### config.mk
export PLATFORM = sky130hd
export DESIGN_NAME = alu_resp_unit
export DESIGN_NICKNAME = d
export VERILOG_FILES = /design/src/rtl/alu_pkg.sv /design/src/rtl/alu_core.sv /design/src/rtl/alu_resp_unit.sv
export SDC_FILE = /design/constraint.sdc
export NUM_CORES = 1
export LEC_CHECK = 0
export ABC_AREA = 1
export ABC_CLOCK_PERIOD_IN_PS = 3000
export CORE_MARGIN = 2
export CORE_UTILIZATION = 55
export CTS_BUF_LIST = sky130_fd_sc_hd__clkbuf_8 sky130_fd_sc_hd__clkbuf_16
export DETAILED_ROUTE_END_ITERATION = 7
export HOLD_SLACK_MARGIN = 0.08
export PLACE_DENSITY = 0.78
export SYNTH_ARGS = -nofsm -noshare
export SYNTH_HDL_FRONTEND = slang
export SYNTH_SLANG_ARGS = --single-unit
### constraint.sdc
create_clock -name clk -period 3 [get_ports clk]
set_clock_uncertainty 0.15 [all_clocks]
set_input_delay 0.6 -clock clk [delete_from_list [all_inputs] [get_ports clk]]
set_output_delay 0.6 -clock clk [all_outputs]
set_load 0.01 [all_outputs]
### src/rtl/alu_pkg.sv
// Shared opcode encodings, default widths and the response record for the ALU responder.
package alu_pkg;

  localparam int unsigned ALU_WIDTH = 4;
  localparam int unsigned ALU_TAG_W = 3;

  typedef enum logic [2:0] {
    OP_ADD = 3'b000,
    OP_SUB = 3'b001,
    OP_AND = 3'b010,
    OP_OR  = 3'b011,
    OP_XOR = 3'b100,
    OP_NOT = 3'b101,
    OP_SHL = 3'b110,
    OP_SHR = 3'b111
  } alu_op_e;

  typedef struct packed {
    logic [ALU_WIDTH-1:0] result;
    logic                 carr;
    logic                 zero;
    logic [ALU_TAG_W-1:0] tag;
  } alu_rsp_t;

endpackage

### src/rtl/alu_core.sv
// Combinational ALU: result, carry/borrow/shifted-out bit and zero flag for one opcode.
module alu_core
  import alu_pkg::*;
#(
  parameter int unsigned WIDTH = ALU_WIDTH
) (
  input  logic [WIDTH-1:0] a,
  input  logic [WIDTH-1:0] b,
  input  logic [2:0]       op,
  output logic [WIDTH-1:0] result,
  output logic             carr,
  output logic             zero
);

  // b is referenced only in the branches that use it, so unknowns on b
  // cannot leak into NOT/shift results.
  always_comb begin
    result = '0;
    carr   = 1'b0;
    case (alu_op_e'(op))
      OP_ADD:  {carr, result} = {1'b0, a} + {1'b0, b};
      OP_SUB:  {carr, result} = {1'b0, a} - {1'b0, b};
      OP_AND:  result = a & b;
      OP_OR:   result = a | b;
      OP_XOR:  result = a ^ b;
      OP_NOT:  result = ~a;
      OP_SHL:  begin
        result = a << 1;
        carr   = a[WIDTH-1];
      end
      OP_SHR:  begin
        result = a >> 1;
        carr   = a[0];
      end
      default: result = '0;
    endcase
    zero = (result == '0);
  end

endmodule

### src/rtl/alu_resp_unit.sv
// Handshaked ALU responder: request port -> alu_core -> small output FIFO -> response port.
// Optional accumulator operand source enabled by defining ALU_ACC_EN.
module alu_resp_unit
  import alu_pkg::*;
#(
  parameter int unsigned WIDTH = ALU_WIDTH,
  parameter int unsigned TAG_W = 3,
  parameter int unsigned DEPTH = 2,
  parameter int unsigned CNT_W = 8
) (
  input  logic             clk,
  input  logic             rst_n,
  input  logic             req_valid,
  output logic             req_ready,
  input  logic [WIDTH-1:0] req_a,
  input  logic [WIDTH-1:0] req_b,
  input  logic [2:0]       req_op,
  input  logic [TAG_W-1:0] req_tag,
`ifdef ALU_ACC_EN
  input  logic             req_acc,
`endif
  output logic             rsp_valid,
  input  logic             rsp_ready,
  output logic [WIDTH-1:0] rsp_result,
  output logic             rsp_carr,
  output logic             rsp_zero,
  output logic [TAG_W-1:0] rsp_tag,
  output logic [CNT_W-1:0] rsp_count
);

  localparam int unsigned PTR_W = $clog2(DEPTH);
  localparam int unsigned OCC_W = $clog2(DEPTH + 1);

  typedef enum logic [1:0] {OCC_EMPTY, OCC_PARTIAL, OCC_FULL} occ_state_e;

  typedef struct packed {
    logic [WIDTH-1:0] result;
    logic             carr;
    logic             zero;
    logic [TAG_W-1:0] tag;
  } entry_t;

  occ_state_e       state, state_nxt;
  logic [OCC_W-1:0] occ, occ_nxt;
  logic [PTR_W-1:0] wptr, rptr, rptr_nxt;
  entry_t           mem [DEPTH];
  entry_t           head_q, head_nxt, new_entry;
  logic             push, pop, head_is_new;

  logic [WIDTH-1:0] a_eff, core_result;
  logic             core_carr, core_zero;

  assign rsp_valid = (state != OCC_EMPTY);
  assign pop       = rsp_valid & rsp_ready;
  assign req_ready = (state != OCC_FULL) | pop;
  assign push      = req_valid & req_ready;

`ifdef ALU_ACC_EN
  logic [WIDTH-1:0] acc;

  assign a_eff = req_acc ? acc : req_a;

  always_ff @(posedge clk or negedge rst_n) begin
    if (!rst_n)    acc <= '0;
    else if (push) acc <= core_result;
  end
`else
  assign a_eff = req_a;
`endif

  alu_core #(.WIDTH(WIDTH)) u_core (
    .a      (a_eff),
    .b      (req_b),
    .op     (req_op),
    .result (core_result),
    .carr   (core_carr),
    .zero   (core_zero)
  );

  assign new_entry = '{result: core_result, carr: core_carr, zero: core_zero, tag: req_tag};

  always_comb begin
    occ_nxt = occ;
    case ({push, pop})
      2'b10:   occ_nxt = occ + OCC_W'(1);
      2'b01:   occ_nxt = occ - OCC_W'(1);
      default: occ_nxt = occ;
    endcase

    if (occ_nxt == '0)                 state_nxt = OCC_EMPTY;
    else if (occ_nxt == OCC_W'(DEPTH)) state_nxt = OCC_FULL;
    else                               state_nxt = OCC_PARTIAL;

    rptr_nxt = pop ? rptr + PTR_W'(1) : rptr;

    // The head register is refilled one cycle ahead: from the incoming request
    // when it becomes the oldest entry, otherwise from the next stored slot.
    head_is_new = push && ((occ == '0) || (pop && (occ == OCC_W'(1))));
    head_nxt    = head_q;
    if (occ_nxt != '0)
      head_nxt = head_is_new ? new_entry : mem[rptr_nxt];
  end

  always_ff @(posedge clk or negedge rst_n) begin
    if (!rst_n) begin
      state     <= OCC_EMPTY;
      occ       <= '0;
      wptr      <= '0;
      rptr      <= '0;
      head_q    <= '0;
      rsp_count <= '0;
    end else begin
      state  <= state_nxt;
      occ    <= occ_nxt;
      rptr   <= rptr_nxt;
      head_q <= head_nxt;
      if (push) wptr      <= wptr + PTR_W'(1);
      if (pop)  rsp_count <= rsp_count + CNT_W'(1);
    end
  end

  always_ff @(posedge clk) begin
    if (push) mem[wptr] <= new_entry;
  end

  assign rsp_result = head_q.result;
  assign rsp_carr   = head_q.carr;
  assign rsp_zero   = head_q.zero;
  assign rsp_tag    = head_q.tag;

endmodule

==> metrics.txt, run 1 <==
clk_lat worst skew 290 ps; largest family of logic cells by synthesized area simple AND/OR/NAND/NOR gates; Fill cells around 340; Crit Path Class in -> reg; Psw ~900 uW; sequential share of power 37.4%; HPWL Detailed 3670 um; syn_nets 326; startpoint types input pin; core box area 4090 um2; simple-gate portion of the synthesized area 28.1%; Pint roughly 1400 uW; CTS tree done; Layout area overhead 22.1%; Power Density 803 nW/um2; adder-cell share of the synthesized area under 10%; post_cts resized 0; initial core utilization 58.0%; worst hold slack 319 ps; Final Power 2320 uW; minimum clock period 2570 ps; Post-Layout Inst Area 2890 um2; CP max stage cell clkdlybuf4s50_1; area of the mapped netlist between 2000 and 2500 um2; Routed Antenna Nets 0; class of the worst hold path reg -> reg; Lkg Pwr 0.00139 uW; Via Count 1,964; share of cells above drive strength 1 7.14%; Synth cell types 30; Crit path required time a little over 3000 ps; Syn Area/Cell around 8.1 um2; initial drt markers around 160; placed inst area 2810 um2; row count 23; crit-path cells clkdlybuf4s50_1 -> inv_1 -> ha_1 -> inv_1 -> fa_1 -> inv_1 -> nor2_1 -> nor2_1 -> nand3_1 -> nor2_1 -> nand3_1 -> nand2_1 -> nand2_1 -> nand2_1; Worst slew margin 72.9%; Final setup viols 0; Synth Flop Type dfrtp_1; compound-gate portion of the synthesized area 5.49%; Setup Buffers After CTS 0; # hold bufs at CTS 0; gr ovfl total 0; WP data arrival ~2600 ps; synthesis-stage register bit count 40; Warnings, synthesis 0; gr usage total between 20% and 30%; I/O Buffers 36; mux cell area share after synthesis 0%; pre-CTS WS 143 ps; Peak VDD IR 407 uV; CTS buffer count 5; die area 4850 um2; largest net degree at the start of global routing 23; setup TNS 0 ps; DIE HEIGHT between 60 and 70 um; Inserted Diodes 0; setup slack, reg-to-reg 920 ps; initial antenna violation count 0; Sw Ratio 38.6%; CP bufs+invs 4; Avg WL per Cell 12.2 um; Max-Cap Viols 0; Pre-Repair DR Iteration Count 4; RePlAce Congestion 0.894; H-tree level count 2; critical path's top delay family buffers and inverters; detailed-route vias per instance 5.09; Worst-Margin Slew 406 ps; Die Width 69.7 um; Fmax achieved 390 MHz; clk root buf clkbuf_8; Hold Violations, Final 0; RSZ-0062 raised after global routing no; Mapped Cells 291; crit share post-route a little under nine tenths; post-synthesis xor/xnor area fraction 2.59%; drt drc 0; I/O pins 37; number of global-route vias before repair 1,899; Seq/Total Area, Yosys 46.0%; clk sinks 40; Combinational Power Share a little under half; global-route wire length before repair between 8000 and 9000 um; endpoint class of the critical path flop; fin. max-slew vios 0; Final #Nets 370; CTS clk-pin slew, worst paths 80 ps; worst setup margin 433 ps; CP Max Fanout 5; Synth async-reset ratio 55.0%; Total Routed Length 4720 um; EDFF count, synth 18; status finished, final reports clean; clock power share 14.6%; Clock Tree Buf Depth 2; max incr delay on CP 550 ps
[final cells by class]
type / instances / area [um2] / area share, %
sequential: 40 / 1090 / 37.7
multi-input combinational: 204 / 1090 / 37.5
timing repair buffer: 43 / 413 / 14.3
inverter: 41 / 154 / 5.32
clock buffer: 5 / 68.8 / 2.38
tap: 50 / 62.6 / 2.16
clock inverter: 3 / 18.8 / 0.649
[flip-flops by register name, indices dropped and copies added, names as in the netlist]
name / cells
state: 2
rsp_carr: 1
occ: 1
rsp_zero: 1
rsp_result: 4
wptr: 1
rsp_count: 8
mem: 18
rsp_tag: 3
rptr: 1
[through the flow]
stage / utilization (%) / std cells
after floorplan: - / 291
after global placement: 68.7 / 378
after detailed placement: 68.7 / 378
after CTS: 70.8 / 386
after global routing: 70.8 / 386
final: 70.8 / 386
[cells by family after synthesis]
group | after synthesis
simple gates | 156
fa+ha+maj | 17
flops | 40
buf+inv | 47
xor+xnor | 7
compound gates | 24
[worst paths after layout]
| path | from | end | depth (start not counted) |
|---|---|---|---|
| worst max-delay path | req_a[0] | rsp_zero$_DFFE_PN0P_ | 14 |
| worst min-delay path | rsp_count[7]$_DFFE_PN0P_ | rsp_count[7]$_DFFE_PN0P_ | 1 |
| worst max register to register | state[0]$_DFF_PN0_ | rsp_carr$_DFFE_PN0P_ | 10 |
| worst min register to register | rsp_count[7]$_DFFE_PN0P_ | rsp_count[7]$_DFFE_PN0P_ | 1 |
| max in group asynchronous | rst_n | rsp_result[1]$_DFFE_PN0P_ | 2 |
| min in group asynchronous | rst_n | rsp_count[5]$_DFFE_PN0P_ | 2 |
[Yosys cell counts, drive strengths merged, types with 5 or more instances]
cell	n	share of area, %
a21oi	8	1.7
buf	5	1.5
dfrtp	22	23
edfxtp	18	23
ha	15	7.9
inv	40	6.3
nand2	78	13
nand3	23	4.9
nor2	39	6.3
nor3	5	1.1
o21ai	12	2.7
xor2	5	1.8
[layer usage]
metal,vias to the layer above,track usage (%),part of all wire (%)
met2,74,37.7,51
li1,1015,-,-
met3,2,4.36,6.4
met4,0,5.98,0.72
met1,873,26.9,41
met5,-,0,0
[placed cells by master (no fill, tap or decap)]
cell and instances:
nand3b_1 3, inv_2 4, a31oi_1 3, clkinv_1 2
a21oi_1 8, clkbuf_8 5, nor2_2 1, o21ai_0 10
or2_4 1, xor2_1 5, inv_1 36, nand2_2 3
o31ai_1 1, ha_1 15, dfrtp_1 22, nor2_1 38
o21ai_1 1, nor3b_1 2, fa_1 2, edfxtp_1 18
nand3_1 23, nand4_1 3, or2_1 2, xnor2_1 2
clkinvlp_4 2, nand2_1 75, o21ai_2 1, buf_4 7
nor3_1 5, clkdlybuf4s50_1 36
[power groups by stage]
stage	registers (uW)	clock network, uW	logic, uW
2_1_floorplan	923	0	646
3_3_place_gp	877	0	1100
6_report	868	339	1120
3_5_place_dp	881	0	1130
4_1_cts	870	350	1130
5_1_grt	894	374	1270
[worst reg2reg max path: stages (launching register included)]
cell and delay [ps]:
dfrtp_1 390, inv_2 60, nand2_2 70, nand2_2 140, or2_4 280, nand3_1 90
nand3b_1 130, nor2_2 380, inv_2 140, nand2_1 100, nand2_1 50
No activity file was read; power rests on OpenSTA's default activity.
==> run 2: changes to the inputs <==
Settings changed: CORE_UTILIZATION 55 to 40, PLACE_DENSITY 0.78 to 0.59.
==> metrics.txt, run 2 (synthesized netlist as in run 1, its figures left out) <==
status finished, final reports clean; Clock Tree Buf Depth 2 (unchanged); CTS buffer count 5 (unchanged); DIE HEIGHT 81.0 um (+16%); fin. max-slew vios 0 (unchanged); endpoint class of the critical path flop; number of global-route vias before repair 1,956 (+3.0%); initial core utilization 40.8% (-17 points); clk root buf clkbuf_8; Hold Violations, Final 0 (unchanged); Die Width 81.0 um (+16%); register area 1090 um2 (unchanged); sequential share of power 36.1% (-1.3 points); Combinational Power Share 45.5% (-2.5 points); Psw 910 uW (+1.4%); Worst slew margin 75.0% (+2.0 points); setup TNS 0 ps (unchanged); Pre-Repair DR Iteration Count 4 (unchanged); Final #Nets 371 (+0.27%); Lkg Pwr 0.00141 uW (+1.9%); CP Max Fanout 5 (unchanged); core box area 5820 um2 (+42%); post_cts resized 0 (unchanged); Crit Path Class in -> reg; global-route wire length before repair 8890 um (+6.6%); Total Routed Length 5220 um (+10%); Setup Buffers After CTS 0 (unchanged); gr usage total 17.8% (-3.7 points); initial drt markers 60 (-63%); Layout area overhead 24.9%; I/O Buffers 36 (unchanged); die area 6560 um2 (+35%); share of cells above drive strength 1 7.42% (+0.28 points); Pint 1530 uW (+7.1%); CTS clk-pin slew, worst paths 70 ps (about the same); H-tree level count 2 (unchanged); startpoint types input pin; CTS tree done; minimum clock period 2570 ps (+1.27 ps); RePlAce Congestion 0.928 (+3.8%); Power Density 823 nW/um2 (+2.5%); Max-Cap Viols 0 (unchanged); most common cell after layout, fill and taps aside nand2_1; Fill cells 585 (+70%); Crit path required time 3080 ps (about the same); Worst-Margin Slew 373 ps (-32.9 ps); clk sinks 40 (unchanged); largest net degree at the start of global routing 23 (unchanged); class of the worst hold path reg -> reg; WP data arrival 2650 ps (about the same); Via Count 1,954 (-0.51%); HPWL Detailed 4010 um (+9.3%); Avg WL per Cell 12.7 um (+3.5%); I/O pins 37 (unchanged); Sw Ratio 37.3% (-1.3 points); detailed-route vias per instance 4.74 (-6.8%); Inserted Diodes 0 (unchanged); Fmax achieved 389 MHz (about the same); RSZ-0062 raised after global routing no; clock power share 18.4% (+3.8 points); multi-input logic area 1090 um2 (unchanged); initial antenna violation count 0 (unchanged); Final Power 2440 uW (+4.9%); crit share post-route 85.6% (about the same); clk_lat worst skew 290 ps (about the same); # hold bufs at CTS 0 (unchanged); worst setup margin 432 ps (-1.27 ps); Largest register FFs 18 (unchanged); Final setup viols 0 (unchanged); fin cells 412 (+6.7%); most frequent cells in the layout 75 x nand2_1, 38 x nor2_1, 36 x inv_1, 36 x clkdlybuf4s50_1, 23 x nand3_1; drt drc 0 (unchanged); Largest Register mem; row count 28 (+22%); gr ovfl total 0 (unchanged); Peak VDD IR 434 uV (+6.6%); Routed Antenna Nets 0 (unchanged); placed insts 404 (+6.9%); pre-CTS WS 123 ps (-20.6 ps)
-- run 2: layout make-up --
| cell class | instances | area share [%] |
|---|---|---|
| sequential | 40 | 36.8 |
| multi-input combinational | 204 | 36.7 |
| timing repair buffer | 44 | 14.2 |
| inverter | 41 | 5.20 |
| tap | 75 | 3.17 |
| clock buffer | 6 | 2.79 |
| clock inverter | 2 | 1.14 |
-- run 2: power by group through the flow --
stage          sequential [uW]  combinational [uW]  clock, uW
6_report                   879                1110        448
5_1_grt                    901                1270        489
4_1_cts                    881                1130        461
3_5_place_dp               890                1130          0
3_3_place_gp               884                1120          0
2_1_floorplan              923                 646          0
-- run 2: stage by stage --
step,hold slack (ps),instance area (um2),util (%)
after floorplan,154,2370,-
after global placement,310,2850,48.9
final,320,2960,50.9
after global routing,339,2960,50.9
after CTS,326,2960,50.9
after detailed placement,316,2850,48.9
-- run 2: final timing paths --
kind,startpoint,endpoint,slack (ps),depth (start not counted)
min,rsp_count[7]$_DFFE_PN0P_,rsp_count[7]$_DFFE_PN0P_,320,1
min reg2reg,rsp_count[7]$_DFFE_PN0P_,rsp_count[7]$_DFFE_PN0P_,320,1
min in group asynchronous,rst_n,state[1]$_DFF_PN0_,510,2
max in group asynchronous,rst_n,rsp_count[0]$_DFFE_PN0P_,1960,2
max,req_a[0],rsp_zero$_DFFE_PN0P_,430,14
max reg2reg,state[0]$_DFF_PN0_,rsp_zero$_DFFE_PN0P_,1010,11
-- run 2: critical path: stages --
cell             delay, ps
clkdlybuf4s50_1        550
inv_1                   80
ha_1                   190
inv_1                   80
fa_1                   400
inv_1                   60
nor2_1                  40
nor2_1                 110
nand3_1                150
nor2_1                 120
nand3_1                100
nand2_1                 70
nand2_1                 50
nand2_1                 50
-- run 2: layer usage --
metal  track usage (%)  wire [um]  vias to the layer above
li1                  -          -                     1014
met1              21.4       2340                      881
met2              31.2       2560                       47
met3              2.56        174                       12
met4              8.47        138                        0
met5                 0          0                        -
